## config.mk

```make
export PLATFORM = sky130hd
export DESIGN_NAME = mem_access_stage
export DESIGN_NICKNAME = d
export VERILOG_FILES = /design/src/rtl/mem_access_pkg.sv /design/src/rtl/mem_align.sv /design/src/rtl/mem_access_stage.sv
export SDC_FILE = /design/constraint.sdc
export NUM_CORES = 1
export LEC_CHECK = 0
export CAP_MARGIN = 10
export CORE_UTILIZATION = 55
export CTS_BUF_LIST = sky130_fd_sc_hd__clkbuf_8
export DETAILED_ROUTE_END_ITERATION = 7
export PLACE_DENSITY = 0.95
export SYNTH_ARGS = -nofsm -noshare
export SYNTH_HDL_FRONTEND = slang
export SYNTH_HIERARCHICAL = 1
export SYNTH_SLANG_ARGS = --single-unit
```

## constraint.sdc

```tcl
create_clock -name Clk -period 15.4 [get_ports Clk]
set_input_delay 3.08 -clock Clk [delete_from_list [all_inputs] [get_ports Clk]]
set_output_delay 3.08 -clock Clk [all_outputs]
set_load 0.005 [all_outputs]
```

## src/rtl/mem_access_pkg.sv

```systemverilog
// rtl/mem_access_pkg.sv - shared funct3 size codes and FSM state encoding for the MEM stage
package mem_access_pkg;

    localparam logic [2:0] F3_B  = 3'b000;
    localparam logic [2:0] F3_H  = 3'b001;
    localparam logic [2:0] F3_W  = 3'b010;
    localparam logic [2:0] F3_D  = 3'b011;
    localparam logic [2:0] F3_BU = 3'b100;
    localparam logic [2:0] F3_HU = 3'b101;
    localparam logic [2:0] F3_WU = 3'b110;

    typedef enum logic [1:0] {
        ST_IDLE = 2'd0,
        ST_REQ  = 2'd1,
        ST_RESP = 2'd2,
        ST_DONE = 2'd3
    } mem_state_e;

    // log2 of the access size in bytes; bit 2 of funct3 only selects zero-extension
    function automatic logic [1:0] size_log2(input logic [2:0] funct3);
        return funct3[1:0];
    endfunction

endpackage

```

## src/rtl/mem_align.sv

```systemverilog
// rtl/mem_align.sv - combinational load extract/extend and store strobe/data lane placement
module mem_align
    import mem_access_pkg::*;
#(
    parameter int XLEN   = 64,
    parameter int LANE_W = $clog2(XLEN / 8)
) (
    input  logic [2:0]          i_funct3,
    input  logic [LANE_W-1:0]   i_lane,
    input  logic [XLEN-1:0]     i_store_data,
    input  logic [XLEN-1:0]     i_rdata,
    output logic [XLEN/8-1:0]   o_wstrb,
    output logic [XLEN-1:0]     o_wdata,
    output logic [XLEN-1:0]     o_load_data
);

    localparam int NLANE = XLEN / 8;

    logic [1:0]        w_size;
    logic [LANE_W-1:0] w_lane;
    logic [NLANE-1:0]  w_mask;
    logic [XLEN-1:0]   w_shifted;
    logic              w_signed;

    assign w_size = size_log2(i_funct3);

    // Address bits below the access size are dropped, so a misaligned access lands on its natural lanes
    assign w_lane = i_lane & ~((LANE_W'(1) << w_size) - LANE_W'(1));

    always_comb begin
        w_mask = '1;
        case (w_size)
            2'd0:    w_mask = NLANE'(1);
            2'd1:    w_mask = NLANE'(3);
            2'd2:    w_mask = NLANE'(15);
            default: w_mask = '1;
        endcase
    end

    assign o_wstrb   = w_mask << w_lane;
    assign o_wdata   = i_store_data << {w_lane, 3'b000};
    assign w_shifted = i_rdata >> {w_lane, 3'b000};
    assign w_signed  = ~i_funct3[2];

    always_comb begin
        o_load_data = w_shifted;
        case (w_size)
            2'd0:    o_load_data = {{(XLEN-8){w_signed & w_shifted[7]}}, w_shifted[7:0]};
            2'd1:    o_load_data = {{(XLEN-16){w_signed & w_shifted[15]}}, w_shifted[15:0]};
            2'd2:    o_load_data = {{(XLEN-32){w_signed & w_shifted[31]}}, w_shifted[31:0]};
            default: o_load_data = w_shifted;
        endcase
    end

endmodule

```

## src/rtl/mem_access_stage.sv

```systemverilog
// rtl/mem_access_stage.sv - MEM pipeline stage: data-memory req/gnt/rvalid FSM, rd forwarding, stall
// Optional MISALIGN_TRAP_EN adds MisalignOut and suppresses misaligned H/W/D accesses.
module mem_access_stage
    import mem_access_pkg::*;
#(
    parameter int XLEN   = 64,
    parameter int ADDR_W = 5
) (
    input  logic                Clk,
    input  logic                Rst,
    input  logic                ValidIn,
    input  logic                MemReadIn,
    input  logic                MemWriteIn,
    input  logic [2:0]          Funct3In,
    input  logic [XLEN-1:0]     AluResultIn,
    input  logic [XLEN-1:0]     StoreDataIn,
    input  logic [ADDR_W-1:0]   RdAddrIn,
    input  logic                RdWriteEnableIn,
    output logic                StallReq,
    output logic                DmemReq,
    output logic                DmemWe,
    output logic [XLEN-1:0]     DmemAddr,
    output logic [XLEN-1:0]     DmemWdata,
    output logic [XLEN/8-1:0]   DmemWstrb,
    input  logic                DmemGnt,
    input  logic                DmemRvalid,
    input  logic [XLEN-1:0]     DmemRdata,
`ifdef MISALIGN_TRAP_EN
    output logic                MisalignOut,
`endif
    output logic [XLEN-1:0]     RdWriteDataOut,
    output logic [ADDR_W-1:0]   RdAddrOut,
    output logic                RdWriteEnableOut
);

    localparam int LANE_W = $clog2(XLEN / 8);

    mem_state_e          r_state;
    mem_state_e          w_next;
    logic [XLEN-1:0]     r_addr;
    logic [XLEN-1:0]     r_store_data;
    logic [2:0]          r_funct3;
    logic                r_we;
    logic [ADDR_W-1:0]   r_rd_addr;
    logic                r_rd_we;
    logic [XLEN-1:0]     r_load_data;

    logic                w_idle;
    logic                w_mem_op;
    logic                w_trap;
    logic                w_issue;
    logic                w_latch;
    logic                w_capture;
    logic [XLEN-1:0]     w_sel_addr;
    logic [XLEN-1:0]     w_sel_data;
    logic [2:0]          w_sel_f3;
    logic [XLEN-1:0]     w_aligned_addr;
    logic [XLEN/8-1:0]   w_wstrb;
    logic [XLEN-1:0]     w_wdata;
    logic [XLEN-1:0]     w_load_data;

    assign w_idle   = (r_state == ST_IDLE);
    assign w_mem_op = ValidIn & (MemReadIn | MemWriteIn);

`ifdef MISALIGN_TRAP_EN
    logic [LANE_W-1:0] w_low_mask;
    assign w_low_mask  = (LANE_W'(1) << Funct3In[1:0]) - LANE_W'(1);
    assign w_trap      = w_mem_op & (|(AluResultIn[LANE_W-1:0] & w_low_mask));
    assign MisalignOut = ~Rst & w_idle & w_trap;
`else
    assign w_trap = 1'b0;
`endif

    assign w_issue = w_mem_op & ~w_trap;

    // Live inputs drive the port in IDLE; afterwards the latched copy keeps it stable
    assign w_sel_addr     = w_idle ? AluResultIn : r_addr;
    assign w_sel_data     = w_idle ? StoreDataIn : r_store_data;
    assign w_sel_f3       = w_idle ? Funct3In    : r_funct3;
    assign w_aligned_addr = {w_sel_addr[XLEN-1:LANE_W], {LANE_W{1'b0}}};

    mem_align #(
        .XLEN   (XLEN),
        .LANE_W (LANE_W)
    ) u_mem_align (
        .i_funct3     (w_sel_f3),
        .i_lane       (w_sel_addr[LANE_W-1:0]),
        .i_store_data (w_sel_data),
        .i_rdata      (DmemRdata),
        .o_wstrb      (w_wstrb),
        .o_wdata      (w_wdata),
        .o_load_data  (w_load_data)
    );

    always_comb begin
        w_next           = r_state;
        w_latch          = 1'b0;
        w_capture        = 1'b0;
        StallReq         = 1'b0;
        DmemReq          = 1'b0;
        DmemWe           = 1'b0;
        DmemAddr         = '0;
        DmemWdata        = '0;
        DmemWstrb        = '0;
        RdWriteDataOut   = '0;
        RdAddrOut        = '0;
        RdWriteEnableOut = 1'b0;

        case (r_state)
            ST_IDLE: begin
                RdWriteDataOut   = AluResultIn;
                RdAddrOut        = RdAddrIn;
                RdWriteEnableOut = ValidIn & RdWriteEnableIn & ~w_trap;
                if (w_issue) begin
                    DmemReq   = 1'b1;
                    DmemWe    = MemWriteIn;
                    DmemAddr  = w_aligned_addr;
                    DmemWdata = w_wdata;
                    DmemWstrb = w_wstrb;
                    w_latch   = 1'b1;
                    if (!DmemGnt) begin
                        w_next   = ST_REQ;
                        StallReq = 1'b1;
                    end else if (!MemWriteIn) begin
                        w_next   = ST_RESP;
                        StallReq = 1'b1;
                    end
                end
            end
            ST_REQ: begin
                DmemReq   = 1'b1;
                DmemWe    = r_we;
                DmemAddr  = w_aligned_addr;
                DmemWdata = w_wdata;
                DmemWstrb = w_wstrb;
                // A store retires on its grant cycle, releasing upstream one cycle early
                StallReq  = ~(DmemGnt & r_we);
                RdAddrOut = r_rd_addr;
                RdWriteEnableOut = r_rd_we;
                if (DmemGnt) begin
                    w_next = r_we ? ST_IDLE : ST_RESP;
                end
            end
            ST_RESP: begin
                StallReq = 1'b1;
                if (DmemRvalid) begin
                    w_capture = 1'b1;
                    w_next    = ST_DONE;
                end
            end
            ST_DONE: begin
                RdWriteDataOut   = r_load_data;
                RdAddrOut        = r_rd_addr;
                RdWriteEnableOut = r_rd_we;
                w_next           = ST_IDLE;
            end
            default: w_next = ST_IDLE;
        endcase

        if (StallReq) begin
            RdWriteEnableOut = 1'b0;
        end

        if (Rst) begin
            StallReq         = 1'b0;
            DmemReq          = 1'b0;
            DmemWe           = 1'b0;
            DmemAddr         = '0;
            DmemWdata        = '0;
            DmemWstrb        = '0;
            RdWriteDataOut   = '0;
            RdAddrOut        = '0;
            RdWriteEnableOut = 1'b0;
        end
    end

    always_ff @(posedge Clk or posedge Rst) begin
        if (Rst) begin
            r_state      <= ST_IDLE;
            r_addr       <= '0;
            r_store_data <= '0;
            r_funct3     <= '0;
            r_we         <= 1'b0;
            r_rd_addr    <= '0;
            r_rd_we      <= 1'b0;
            r_load_data  <= '0;
        end else begin
            r_state <= w_next;
            if (w_latch) begin
                r_addr       <= AluResultIn;
                r_store_data <= StoreDataIn;
                r_funct3     <= Funct3In;
                r_we         <= MemWriteIn;
                r_rd_addr    <= RdAddrIn;
                r_rd_we      <= ValidIn & RdWriteEnableIn;
            end
            if (w_capture) begin
                r_load_data <= w_load_data;
            end
        end
    end

endmodule

```

Word-level counts from Yosys, hierarchy flattened
Index checks and enable logic that the tools add are counted.

word-level totals
  RAM bits = 0
  latch bits = 0
  memory bits (read-only) = 0
  output and inout bits = 209
  bits of input ports = 208
  register bits after elaboration = 204
  memories kept = 0
  word-level logic and storage cells = 79

operators by class
  reduce and logical (&&, ||, !) cells = 4
  eq/ne operators = 9
  bitwise logic cells = 11
  shift-type cells = 4
  $lt $le $gt $ge = 0
  $add $sub $neg = 1
  multiplexer cells = 42
  div/mod/pow operators = 0
  multiply operators = 0

operators by type and width
  operator            count
  $mux 64             7
  $pmux 64 s2         3
  $pmux 64 s3         1
  $shl 64x6->64       1
  $shr 64x6->64       1
  $pmux 8 s3          1
  $mux 8              2
  $pmux 8 s2          1
  $mux 1              13
  $mux 2              6
  $pmux 5 s2          1
  $pmux 2 s4          1
  $shl 8x3->8         1
  $and 1x1->1         6
  $eq 2x2->1 const B  3
  $pmux 1 s2          3
  $mux 5              1
  $eq 2x1->1 const B  2
  $logic_not 2->1     2
  $ne 2x2->1 const B  2
  $reduce_and 4->1    1
  $and 3x3->3         1
  $mux 3              1
  $ne 3x3->1 const B  1
  other kinds (8)     9

Logic depth before layout (Yosys ltp)
Gate-level depths: netlist of the first run.

  word-level depth = 10
  gate-level depth with buffers = 17
  depth with buffers taken out = 10

By module
Netlist of the first run, hierarchy kept.

by module, submodules not included
  module            cells each  times used  sequential area each (µm²)  area an instance (µm²)
  mem_access_stage  1,316       1           5,104.9                     11,095.6
  mem_align         637         1           0.0                         4,295.4

Worst setup path before layout of the first run
No wires, ideal clock.

  path kind = input -> output
  start = in AluResultIn[0]
  end = out DmemWdata[33]
  data required time = 12.320 ns
  stages = 10
  buffers on the path = 4
  arrival time = 4.893 ns
  slack = 7.427 ns
  cells stage by stage = nand2_1 o21ai_0 clkbuf_1 nor3b_2 buf_4 buf_4 buf_2 mux4_2 a22o_1 and2_1

between the ends
  cells in the longest elaborated chain, start to end = 6

ends and longest elaborated chain
  what               RTL line                 RTL
  start, declared    mem_access_stage.sv:15   input logic [XLEN-1:0] AluResultIn,
  $mux 64 (*)        mem_access_stage.sv:77   assign w_sel_addr = w_idle ? AluResultIn : r_addr;
  net w_sel_addr[0]  mem_access_stage.sv:54   logic [XLEN-1:0] w_sel_addr;
  $and 3x3->3 (*)    mem_align.sv:28          assign w_lane = i_lane & ~((LANE_W'(1) << w_size) - LANE_W'(1));
  $shl 64x6->64 (*)  mem_align.sv:41          assign o_wdata = i_store_data << {w_lane, 3'b000};
  net w_wdata[33]    mem_access_stage.sv:59   logic [XLEN-1:0] w_wdata;
  $mux 64            mem_access_stage.sv:114  if (w_issue) begin
  $pmux 64 s2 (*)    mem_access_stage.sv:109  case (r_state)
  $mux 64 (*)        mem_access_stage.sv:164  if (Rst) begin
  end, declared      mem_access_stage.sv:23   output logic [XLEN-1:0] DmemWdata,

The timed path passes the listed nets; every way through them passes the cells marked *.

Worst setup path after layout of the first run
  start = in Funct3In[0]
  end = out DmemWdata[37]

between the ends
  cells in the longest elaborated chain, start to end = 9

ends and longest elaborated chain
  what               RTL line                 RTL
  start, declared    mem_access_stage.sv:14   input logic [2:0] Funct3In,
  $mux 3 (*)         mem_access_stage.sv:79   assign w_sel_f3 = w_idle ? Funct3In : r_funct3;
  net w_sel_f3[0]    mem_access_stage.sv:56   logic [2:0] w_sel_f3;
  $shl 1x2->3 (*)    mem_align.sv:28
  $sub 3x1->3 (*)    mem_align.sv:28
  $not 3->3 (*)      mem_align.sv:28
  $and 3x3->3 (*)    mem_align.sv:28
  $shl 64x6->64 (*)  mem_align.sv:41
  net w_wdata[37]    mem_access_stage.sv:59
  $mux 64            mem_access_stage.sv:114
  $pmux 64 s2 (*)    mem_access_stage.sv:109
  $mux 64 (*)        mem_access_stage.sv:164

Marks and branches as above.

==> results.md, run 1 <==
- The filler cell count in the final layout is 1,898.
- For this run, the detailed router's first-pass iteration total came to 6.
- The worst pin sits at a relative slew slack of 0.1301.
- The maximum fanout along the worst path is 48.
- In this design, the stage delay of the slowest critical-path cell is 1.03 ns.
- The number of antenna violations at the first check in global routing is 7.
- dfrtp_1 takes more of the synthesized area than any other cell.
- The quantity of gates resized following cts is 0.
- The startpoint identified for the worst register-to-register timing path is r_state[0].
- The post-route setup TNS is 0 ns.
- The number of nets in the layout is 2,470.
- The destination of the worst register-to-register timing path is r_load_data[20].
- The layout overhead on the synthesized area is 31.41%.
- The path category of the worst min-delay check is flip-flop to flip-flop.
- The maximum number of pins on one net before global-route repair is 122.
- The number of H-tree levels is 2.
- The end-of-flow core utilization is 0.7442.
- The clock reaches the later pin of the worst-skew pair after 0.57 ns.
- The area of the multi-input gates is 9280 µm².
- The first global-routing pass estimated 91,960 µm of wire.
- Synthesis produced 1,953 cells.
- The run finished with clean final reports.
- The wire length after detailed routing is slightly below 60,000 µm.
- Once routing completed, OpenROAD measured the worst setup slack at 4.732 ns.
- After clock tree synthesis, the flow added hold-fix buffers numbering 0.
- The via-per-instance ratio is 6.280.
- The sequential cells in the finished layout cover a total of between 5000 and 6000 µm².
- The buffer cell driving the clock tree root is clkbuf_8.
- Counting stages on the worst path, the most repeated cell is clkdlybuf4s50_1.
- The synthesized design contains 0 enable-type register cells.
- The floorplan die area is 28,660 µm².
- The via count of the first global-routing pass is between 15,000 and 20,000.
- The total clock buffers created by CTS is 36.
- The worst hold path terminates at r_store_data[29].
- The total power divided by cell area is 225.1 nW/µm².
- The cell area that synthesis handed to floorplanning was 15,390 µm².
- The x dimension of the die is around 170 µm.
- The data arrival at the endpoint of the critical path is roughly 7.6 ns.
- The synthesized design contains 204 register bits.
- The share of the Yosys chip area taken by registers is 0.3317.
- The finished layout holds ~2,700 standard cells, fillers aside.
- The I/O pin total is roughly 420.
- The number of failing setup endpoints in the final timing report is 0.
- In the post-synthesis netlist, the biggest area contributors are dfrtp_1 (33%), nand2_1 (13%), mux2_2 (9.6%).
- For the worst flop-to-flop path, the logic depth is 12.
- Of the post-synthesis cell area, the dominant cell type holds 0.3317.
- The via count is 16,710.
- Yosys printed 6 warnings.
- The worst hold path passes through 2 cells.
- The most common cell in the synthesized netlist is nand2_1.
- The worst-case setup slack after placement is 4.869 ns.
- Summing internal, switching and leakage power gives 4.552 mW.
- The count of different cell masters after synthesis is 62.
- The tree built by TritonCTS fans out to 204 sinks.
- The type of the worst setup path is primary input to output port.
- The TritonCTS clock tree is done.
- The transition time at the pin with the least slew margin is between 1 and 1.5 ns.
- Setup repair after global routing left no endpoint under its margin.
- Of all flip-flops after synthesis, the portion carrying an async set or reset was 1.000.
- The worst hold path begins at r_store_data[29].
- The number of endpoints with negative hold slack in the final report came to 0.
- The source of the critical timing path is Funct3In[0].
- In the final routed layout, each cell accounts on average for between 20 and 25 µm.
- The layout cell share with drive strength beyond 1 is 0.1232.
- Counting tap cells, the placed design contains a total of 2,591 instances.
- The setup check on the worst reg-to-reg path leaves a slack of 9.71 ns.
- The worst-case clock buffer depth is 3.
- Among cell families on the critical path, the largest total delay comes from simple AND/OR/NAND/NOR gates.
- The reported max-cap violation count is 0.
- The part of the cycle the worst path needs is 0.6927.
- Ranked by instance count, the synthesized netlist is headed by nand2_1 (553), dfrtp_1 (204), a21oi_1 (189), o21ai_0 (139), mux2_2 (131).
- After clock tree synthesis, the clock-pin slew on the worst setup and hold paths is about 0.06 ns.
- The maximum vdd ir drop is between 0.0002 and 0.00025 V.
- Derived from the worst setup path, the maximum achievable clock frequency is 0.09374 GHz.
- The startpoint class of the critical path is a primary input.
- Clock skew on the completed layout was measured at approximately 0.021 ns.
- After detailed routing, the number of remaining DRC violations is 0.
- STA classifies the critical path endpoint as an output port.
- The global placement routability congestion is around 0.97.
- For this run, the total global-route usage over all layers was measured as 0.4117.
- The required time of the critical path is 12.32 ns.
- The total count of max-transition violations in the final report came to 0.
- The total buffers and inverters traversed by the critical path is 2.
- The effective utilization at floorplan is 0.5663.
- The post-synthesis area per instance is 7.881 µm².
- The area of the placeable core is between 20,000 and 30,000 µm².
- Summed over all cells, the static leakage comes to 8.683 nW.
- After clock tree synthesis, the setup repair step added 0 buffers.
- Traced cell by cell, the critical path runs through clkdlybuf4s50_1, mux2_2, nand2b_2, a21oi_1, nor2_1, a22o_1, and2_1, clkdlybuf4s50_1.
- The height of the die is 169.3 µm.
- After the first detailed-routing iteration, the DRC count stood at ~2,400.
- The cell row count is 60.
- The most frequently used flop master after synthesis is dfrtp_1.
- The wire-length estimate of the detail-placed layout is ~40,000 µm.
- The routed design could run at a clock period as short as between 10 and 15 ns.
- Input and output buffers added on the ports amount to slightly above 400.
- The antenna violation net count after detailed routing is 0.
- The worst-path cell with the longest stage delay is nor2_1.
- The total overflow left after global routing is 0.
## how the worst max path moves through the flow
| stage | end | slack (ns) | cells past startpoint |
|---|---|---|---|
| after floorplan | r_addr[0] | 6.40 | 3 |
| after global placement | DmemWdata[39] | 5.05 | 8 |
| after detailed placement | DmemWdata[35] | 4.87 | 8 |
| after CTS | DmemWdata[37] | 4.86 | 8 |
| after global routing | DmemWdata[37] | 4.49 | 8 |
| final | DmemWdata[37] | 4.73 | 8 |
## where the power goes
group / internal, mW / switching (mW) / total, mW
logic: 1.28 / 1.80 / 3.08
registers: 0.786 / 0.126 / 0.911
clock network: 0.316 / 0.245 / 0.560
## worst reg2reg max path: stages, from the launching register on
cell and delay, ns:
dfrtp_1 0.50, inv_1 0.20, ha_4 0.17, buf_4 0.83, mux2_2 0.33, buf_4 0.52, nand2b_2 0.25, buf_4 0.67
o221ai_1 0.40, a31oi_4 0.61, buf_4 0.50, nand3_1 0.26, mux2_2 0.34
## logic make-up (layout without fill, tap and decap cells)
family / after synthesis / in the layout / share of synthesized area
AOI/OAI and AO/OA: 481 / 481 / 0.1855
adders and majority gates: 5 / 5 / 0.004065
buffers and inverters: 238 / 564 / 0.07251
DFF: 204 / 204 / 0.3317
muxes: 204 / 204 / 0.1686
other: 1 / 11 / 0.0002436
and+or+nand+nor: 820 / 820 / 0.2374
## registers in the layout (all words and copies together), names as in the netlist
register      cells
r_store_data     64
r_state           2
r_rd_addr         5
r_funct3          3
r_we              1
r_load_data      64
r_rd_we           1
r_addr           64
## placed cells by master, fill, tap and decap left out, types with 16 or more instances in the layout
| master | netlist | routed |
|---|---|---|
| nand3_1 | 52 | 52 |
| nor2b_1 | 17 | 16 |
| mux2_2 | 131 | 131 |
| o211ai_1 | 23 | 23 |
| nand2_1 | 553 | 553 |
| and2_1 | 89 | 89 |
| dfrtp_1 | 204 | 204 |
| inv_1 | 62 | 68 |
| clkbuf_8 | 0 | 45 |
| mux2i_1 | 41 | 41 |
| a211oi_1 | 33 | 33 |
| a22oi_1 | 23 | 23 |
| buf_4 | 20 | 27 |
| nor2_1 | 53 | 53 |
| a22o_1 | 19 | 19 |
| mux4_2 | 31 | 31 |
| a21oi_1 | 189 | 189 |
| clkdlybuf4s50_1 | 0 | 412 |
| o21ai_0 | 139 | 137 |
## cell type report
cell class | count | share of cell area
tap | 372 | 0.02301
clock buffer | 45 | 0.03062
inverter | 62 | 0.01188
clock inverter | 17 | 0.008104
timing repair buffer | 440 | 0.2142
antenna | 8 | 0.0009898
multi-input combinational | 1513 | 0.4588
sequential | 204 | 0.2524
## stage by stage
step / hold slack, ns / area (µm²)
4_1_cts: 0.4727 / 20210
5_1_grt: 0.4923 / 20220
6_report: 0.4750 / 20230
2_1_floorplan: 0.4393 / 15400
3_5_place_dp: 0.4585 / 19420
3_3_place_gp: 0.4516 / 19420
## per-layer routing
layer	up-vias	wire, µm	global-route usage	share of wire
met3	230	6960	0.09492	0.12
met1	7896	22140	0.5306	0.37
met2	1269	27210	0.6490	0.46
met4	0	3234	0.2103	0.054
li1	7317	-	-	-
met5	-	0	0	0
(Power assumes the default switching activity.)
==> inputs of run 2 (changes only) <==
CORE_UTILIZATION = 46   (was 55)
PLACE_DENSITY = 0.86   (was 0.95)
clock period = 9.8 ns   (was 15.4 ns; I/O delays follow)
==> run 2 against run 1 <==
  * Setup slack got worse by 2.6 ns
  * Global-route usage fell by 7.2 points
  * Final area rose by 0.38%
  * Combinational power rose by 56%
  * First-iteration DRC count fell by 37%
  * Die area rose by 19%
  * Final cell count rose by 2.7%
  * Clock power rose by 47%
  * Clock-buffer cell count rose by 3
  * Sequential power rose by 56%
  * Non-clock buffer count rose by 5
==> results.md, run 2 (synthesized netlist as in run 1, its figures left out) <==
- The min-delay analysis places its worst path in the category flip-flop to flip-flop.
- Entering global routing, the biggest net connects 127 pins.
- The hold buffer count at CTS is 0.
- Row generation in the floorplan step produced 66 rows.
- The x dimension of the die is 184.9 µm.
- The number of H-tree levels is 2.
- The filler cells instantiated in the layout total between 2,000 and 3,000.
- Global routing finished with a remaining overflow of 0.
- Cell internal power was estimated by the tool at 3.694 mW.
- The part of the total power dissipated in combinational logic is 0.682.
- The maximum fanout along the worst path is 30.
- The critical path in this run is classified as primary input to output port.
- The net switching power is 3.358 mW.
- The global placement routability congestion is between 0.9 and 1.
- The largest registers in the layout are r_addr: 64 flops, r_load_data: 64 flops, r_store_data: 64 flops.
- The number of violations reported at the end of detailed-routing iteration 0 is ~1,500.
- The number of failing setup endpoints in the final timing report is 0.
- The slowest stage of the critical path belongs to the cell nor3b_4.
- The total power divided by cell area is 347.3 nW/µm².
- The layout overhead on the synthesized area is 31.92%.
- The first detailed-routing pass took 5 iterations.
- The startpoint class of the critical path is a primary input.
- The transition time at the pin with the least slew margin is 1.147 ns.
- For the worst setup path, the data required time is 7.84 ns.
- The I/O pin total is 417.
- The via-per-instance ratio is between 5 and 6.
- The max-slew headroom at the worst pin is 0.2311.
- Grouping stages by cell kind, the critical path spends the most delay in buffers and inverters.
- After detailed routing, the total wire length is 59,060 µm.
- The number of endpoints with negative hold slack in the final report is 0.
- The critical path goes through clkdlybuf4s50_1, mux2_2, nor3b_4, buf_4, mux2i_1, and2_0, o32ai_1, and2_1, clkdlybuf4s50_1.
- The buffer cell driving the clock tree root is clkbuf_8.
- The clock sink count is 204.
- The clock arrives with 0.02563 ns of skew.
- The reported max-cap violation count is 0.
- Dividing the final minimum period by the clock period gives 0.7809.
- In the final routed layout, each cell accounts on average for 21.61 µm.
- In the final layout, the multi-input gates occupy ~9300 µm².
- IR analysis of the VDD net gives a maximum drop of 0.0001956 V.
- The run finished with clean final reports.
- The relative contribution of sequential cells to total power is 0.201.
- The quantity of gates resized following cts is 0.
- The post-route setup TNS is 0 ns.
- Setup repair after global routing left no endpoint under its margin.
- The final period demand of the worst path is 7.653 ns.
- The via count of the first global-routing pass is 15,630.
- The total clock buffers created by CTS is 38.
- The setup fix buffers added after clock tree synthesis is 0.
- The total buffers and inverters traversed by the critical path is 3.
- Detailed placement finished with a half-perimeter wire length of 42,080 µm.
- The antenna violation net count after detailed routing is 0.
- The number of antenna violations at the first check in global routing was 11.
- The region available for standard cell placement spans 32,700 µm².
- After detailed routing, the number of remaining DRC violations is 0.
- The library cell used most frequently in the layout, excluding fill and tap cells, is nand2_1.
- The total count of max-transition violations in the final report is 0.
- On the worst path, the slowest cell contributes a delay of 0.74 ns.
- The data arrival at the endpoint of the critical path is 5.69 ns.
- The end-of-flow core utilization is 0.6209.
- Of the cells placed in the final design, the portion with a size suffix greater than 1 is 0.1241.
- The share of total power dissipated in the clock network is 0.116.
- After the last flow step, the layout net total stands at 2,477.
- The sort of element at the end of the critical path is an output port.
- The static leakage is 8.711 nW.
- The clock passes through at most 3 buffers.
- The clock-pin slew reported for the worst setup and hold paths after clock tree synthesis is 0.05 ns.
- The top cell types in the final layout, fill and taps aside, are nand2_1 (553), clkdlybuf4s50_1 (412), dfrtp_1 (204).
- For this run, the total global-route usage over all layers was measured as 0.3392.
- The via count is 16,270.
- The die covers 34,190 µm².
- The library cell appearing most often on the critical path is clkdlybuf4s50_1.
- For this run, the top clock speed supported by timing is around 0.13 GHz.
- The clock insertion delay at the later pin of the skew report is 0.55 ns.
- The die is 184.9 µm tall.
- TritonCTS built the clock tree.
- The switching power as a share of total power is 0.4762.
- The sequential cell area is 5105 µm².
- The wire length of the first global-routing pass is 89,630 µm.
- The effective utilization at floorplan is 0.4707.
- In this run the tool buffered the top-level ports with 413 buffer cells.
run 2: final cells by class:
| class | count | area share |
|---|---|---|
| clock buffers | 48 | 0.03254 |
| repair buffers | 445 | 0.2152 |
| clock inverters | 16 | 0.004067 |
| well taps | 442 | 0.02724 |
| diodes | 3 | 0.0003698 |
| inverters | 62 | 0.01183 |
| flip-flops and latches | 204 | 0.2514 |
| multi-input cells | 1513 | 0.4573 |
run 2: tightest hold or removal path, cell delays in order (launching register included):
cell and delay (ns):
dfrtp_1 0.33, nand2_1 0.05, nand2_1 0.05
run 2: stage by stage:
stage / area [µm²] / cells / worst slack [ns] / hold WS, ns / power, mW
after CTS: 20300 / 2730 / 2.179 / 0.4721 / 6.979
after global placement: 19550 / 2666 / 2.221 / 0.4513 / 6.019
after global routing: 20300 / 2731 / 1.941 / 0.4884 / 7.516
after detailed placement: 19550 / 2666 / 2.196 / 0.4585 / 6.119
final: 20300 / 2733 / 2.147 / 0.4704 / 7.052
after floorplan: 15400 / 1955 / 1.922 / 0.4393 / 4.561
run 2: final timing paths:
check,startpoint,to,slack [ns],cells past startpoint
worst min-delay path,r_store_data[43],r_store_data[43],0.47,2
worst max register to register,r_state[0],r_load_data[39],4.67,11
max in group asynchronous,Rst,r_store_data[19],6.20,4
worst min register to register,r_store_data[43],r_store_data[43],0.47,2
worst max-delay path,Funct3In[0],DmemWdata[45],2.15,9
min in group asynchronous,Rst,r_addr[27],2.03,3
run 2: layer usage:
metal / GRT usage / wire (µm) / up-vias
met5: 0 / 89 / -
met4: 0.1643 / 2989 / 14
met3: 0.08592 / 6047 / 178
met2: 0.5433 / 27210 / 949
met1: 0.4260 / 22720 / 7782
li1: - / - / 7346
run 2: power groups by stage:
stage,Clock (mW),Combinational [mW],Sequential (mW)
final,0.821,4.81,1.42
after global routing,0.876,5.18,1.46
after CTS,0.840,4.72,1.42
after detailed placement,0,4.69,1.43
after global placement,0,4.61,1.40
after floorplan,0,3.19,1.37
==> inputs of run 3 (changes only) <==
clock period = 6.68 ns   (was 9.8 ns; I/O delays follow)
==> run 3 against run 2 <==
  * Critical path type is now flip-flop to output port
  * Critical path depth increased by 1
  * Setup slack worse by 1.3 ns
  * Final area is 0.54% higher
  * Sequential share of layout area down 0.14 points
==> results.md, run 3 (synthesized netlist as in run 1, its figures left out) <==
- The run finished with clean final reports.
- The via count of the first global-routing pass is 15,840.
- In this run, post-CTS repair resized a total of 0 instances.
- The region available for standard cell placement spans about 33,000 µm².
- The net switching power is about 5 mW.
- In the routed design, unresolved DRC markers number 0.
- The TritonCTS clock tree is done.
- At the pin with the least slew margin, the transition time is 1.217 ns.
- Counting along the longest clock path gives a buffer depth of 3.
- The beginning of the worst register-to-register path is r_state[0].
- At the end of routability-driven placement, the weighted congestion stood at 0.9711.
- The later pin in the worst-skew pair is clocked with a latency of about 0.56 ns.
- The relative contribution of sequential cells to total power is 0.200.
- The total congestion overflow is 0.
- The maximum number of pins on one net before global-route repair is 199.
- The net count of the finished layout is 2,486.
- The startpoint of the lowest-slack hold path is r_store_data[7].
- For this block, the routed nets add up to 59,290 µm of wire.
- For this run, the slowest stage of the critical path takes 0.58 ns.
- The internal power of the cells totals 5.476 mW.
- After detailed routing, the average wire length per cell comes to 21.59 µm.
- In the routed layout, each cell is associated on average with a via count of 5.952.
- The number of optimization iterations in the first detailed-route pass is 5.
- The commonest non-fill, non-tap cell in the layout is nand2_1.
- STA classifies the critical path startpoint as a flip-flop.
- After layout, the minimum clock period comes to ~6 ns.
- Walking the worst path, the cells encountered are inv_1, ha_4, mux2_2, buf_4, nor2b_4, mux4_2, nand2_1, o21ai_0, and2_1, clkdlybuf4s50_1.
- At the worst endpoint, the required time is roughly 5.3 ns.
- For this design the top-level I/O count stands at 417.
- In this run the vertical extent of the chip is 184.9 µm.
- Setup violations remaining at the end of the flow were counted as 0.
- The part of the total power dissipated in the clock network is 0.116.
- The number of violations reported at the end of detailed-routing iteration 0 is 1,451.
- For this configuration, the core starts out at a cell density of 0.4707.
- The wire length of the first global-routing pass is 90,580 µm.
- The number of endpoints with negative hold slack in the final report came to 0.
- The floorplan step defined a die boundary enclosing approximately 34,000 µm².
- The maximum vdd ir drop is between 0.0002 and 0.0003 V.
- Buffers added to address setup during post-CTS repair amount to 0.
- The count of buffers inserted at the top-level ports is 413.
- The worst register-to-register path ends at r_load_data[39].
- From synthesis to final layout, the design area changed by 32.63%.
- Setup repair after global routing left no endpoint under its margin.
- Along the worst path, the maximum fanout reaches 38.
- Of the total power, combinational logic draws 0.685.
- The number of H-tree levels is 2.
- The count of cells along the worst register-to-register path is 11.
- The end-of-flow core utilization is 0.6242.
- The end point of the most critical hold path is r_store_data[7].
- The number of antenna violations at the first check in global routing is 12.
- In this run the tightest slew margin relative to its limit is 0.1889.
- The static leakage is 8.772 nW.
- The via count is 16,340.
- The largest registers in the layout are r_addr: 64 flops, r_load_data: 64 flops, r_store_data: 64 flops.
- The worst clock skew is 0.01815 ns.
- The cell row count is 66.
- Leaving out fill and tap cells, the most frequent cells in the layout are nand2_1 (553), clkdlybuf4s50_1 (412), dfrtp_1 (204).
- The clock sink count is 204.
- The total count of max-transition violations in the final report is 0.
- Across the run, the number of max-cap violations was 0.
- STA classifies the critical path endpoint as an output port.
- The total clock buffers created by CTS is 38.
- Based on the critical path, the design can be clocked at up to 0.1711 GHz.
- Power comes to 10.45 mW.
- The switching power as a share of total power is 0.4760.
- The path category of the worst min-delay check is flip-flop to flip-flop.
- Final hold analysis gives a worst-case slack of 0.4726 ns.
- In this run the horizontal extent of the chip is around 180 µm.
- The worst hold path was traced through 2 stages.
- The antenna violation net count after detailed routing is 0.
- The worst-case register-to-register setup slack is 1.93 ns.
- The half-perimeter wire length after detailed placement is 42,540 µm.
- The total power divided by cell area is 511.9 nW/µm².
- The tree is rooted in a clkbuf_8.
- The post-route setup TNS is 0 ns.
- The worst-path cell with the longest stage delay is mux4_2.
- The clock-pin slew reported for the worst setup and hold paths after clock tree synthesis is around 0.06 ns.
- The type of the worst setup path is flip-flop to output port.
- The total track usage is 0.3420.
- Of the available clock period, the critical path in the final layout requires 0.8750.
- The hold buffer count at CTS is 0.
- The data arrival at the endpoint of the critical path is about 4.5 ns.
- In the final layout, the share of cells above drive strength 1 is 0.1270.
## run 3: changes by cell type in the layout (fill, tap and decap cells not counted)
cell / delta
clkinv_2: +2
buf_12: +4
inv_8: -1
clkbuf_8: -5
clkinv_4: +1
inv_1: +3
bufinv_16: +1
diode_2: +2
buf_4: +5
clkinvlp_4: +1
## run 3: worst max-delay path by stage
| stage | from | to | depth (start not counted) |
|---|---|---|---|
| finish | r_state[0] | DmemWdata[54] | 10 |
| global route | r_state[0] | DmemWdata[47] | 10 |
| CTS | r_state[0] | DmemWdata[45] | 10 |
| detailed placement | Funct3In[1] | DmemWdata[39] | 9 |
| global placement | Funct3In[0] | DmemWdata[45] | 9 |
| floorplan | AluResultIn[0] | DmemWdata[33] | 10 |
## run 3: power by group through the flow
stage / Combinational (mW) / Clock (mW) / Sequential (mW)
detailed placement: 6.97 / 0 / 2.09
CTS: 7.02 / 1.23 / 2.08
global placement: 6.85 / 0 / 2.06
floorplan: 4.68 / 0 / 2.01
global route: 7.71 / 1.29 / 2.15
finish: 7.16 / 1.21 / 2.09
## run 3: critical path, delay by kind of cell, from the launching register on
| family | cells | cell delay [ns] |
|---|---|---|
| mux | 2 | 1.09 |
| buf+inv | 3 | 0.90 |
| simple gates | 3 | 0.82 |
| flops | 1 | 0.49 |
| fa+ha+maj | 1 | 0.45 |
| compound gates | 1 | 0.20 |
## run 3: metal layers
| layer | track usage | wire length (µm) | up-vias |
|---|---|---|---|
| met1 | 0.4251 | 22920 | 7815 |
| met4 | 0.1818 | 3305 | 14 |
| met3 | 0.09379 | 6203 | 210 |
| li1 | - | - | 7364 |
| met5 | 0 | 97 | - |
| met2 | 0.5405 | 26760 | 940 |
## run 3: cell type report
class                           count  area (µm²)
Fill cell                        2777       12290
Multi-Input combinational cell   1513        9285
Sequential cell                   204        5105
Timing Repair Buffer              454        4487
Clock buffer                       43       591.8
Tap cell                          442       553.0
Inverter                           62       236.5
Clock inverter                     23       142.6
Antenna cell                        5       12.51
## run 3: through the flow
step | cells | worst slack, ns | instance area [µm²]
2_1_floorplan | 1955 | 2.195 | 15400
3_3_place_gp | 2675 | 0.9557 | 19670
3_5_place_dp | 2675 | 0.9356 | 19670
4_1_cts | 2741 | 0.8442 | 20400
5_1_grt | 2743 | 0.6133 | 20410
6_report | 2746 | 0.8348 | 20410
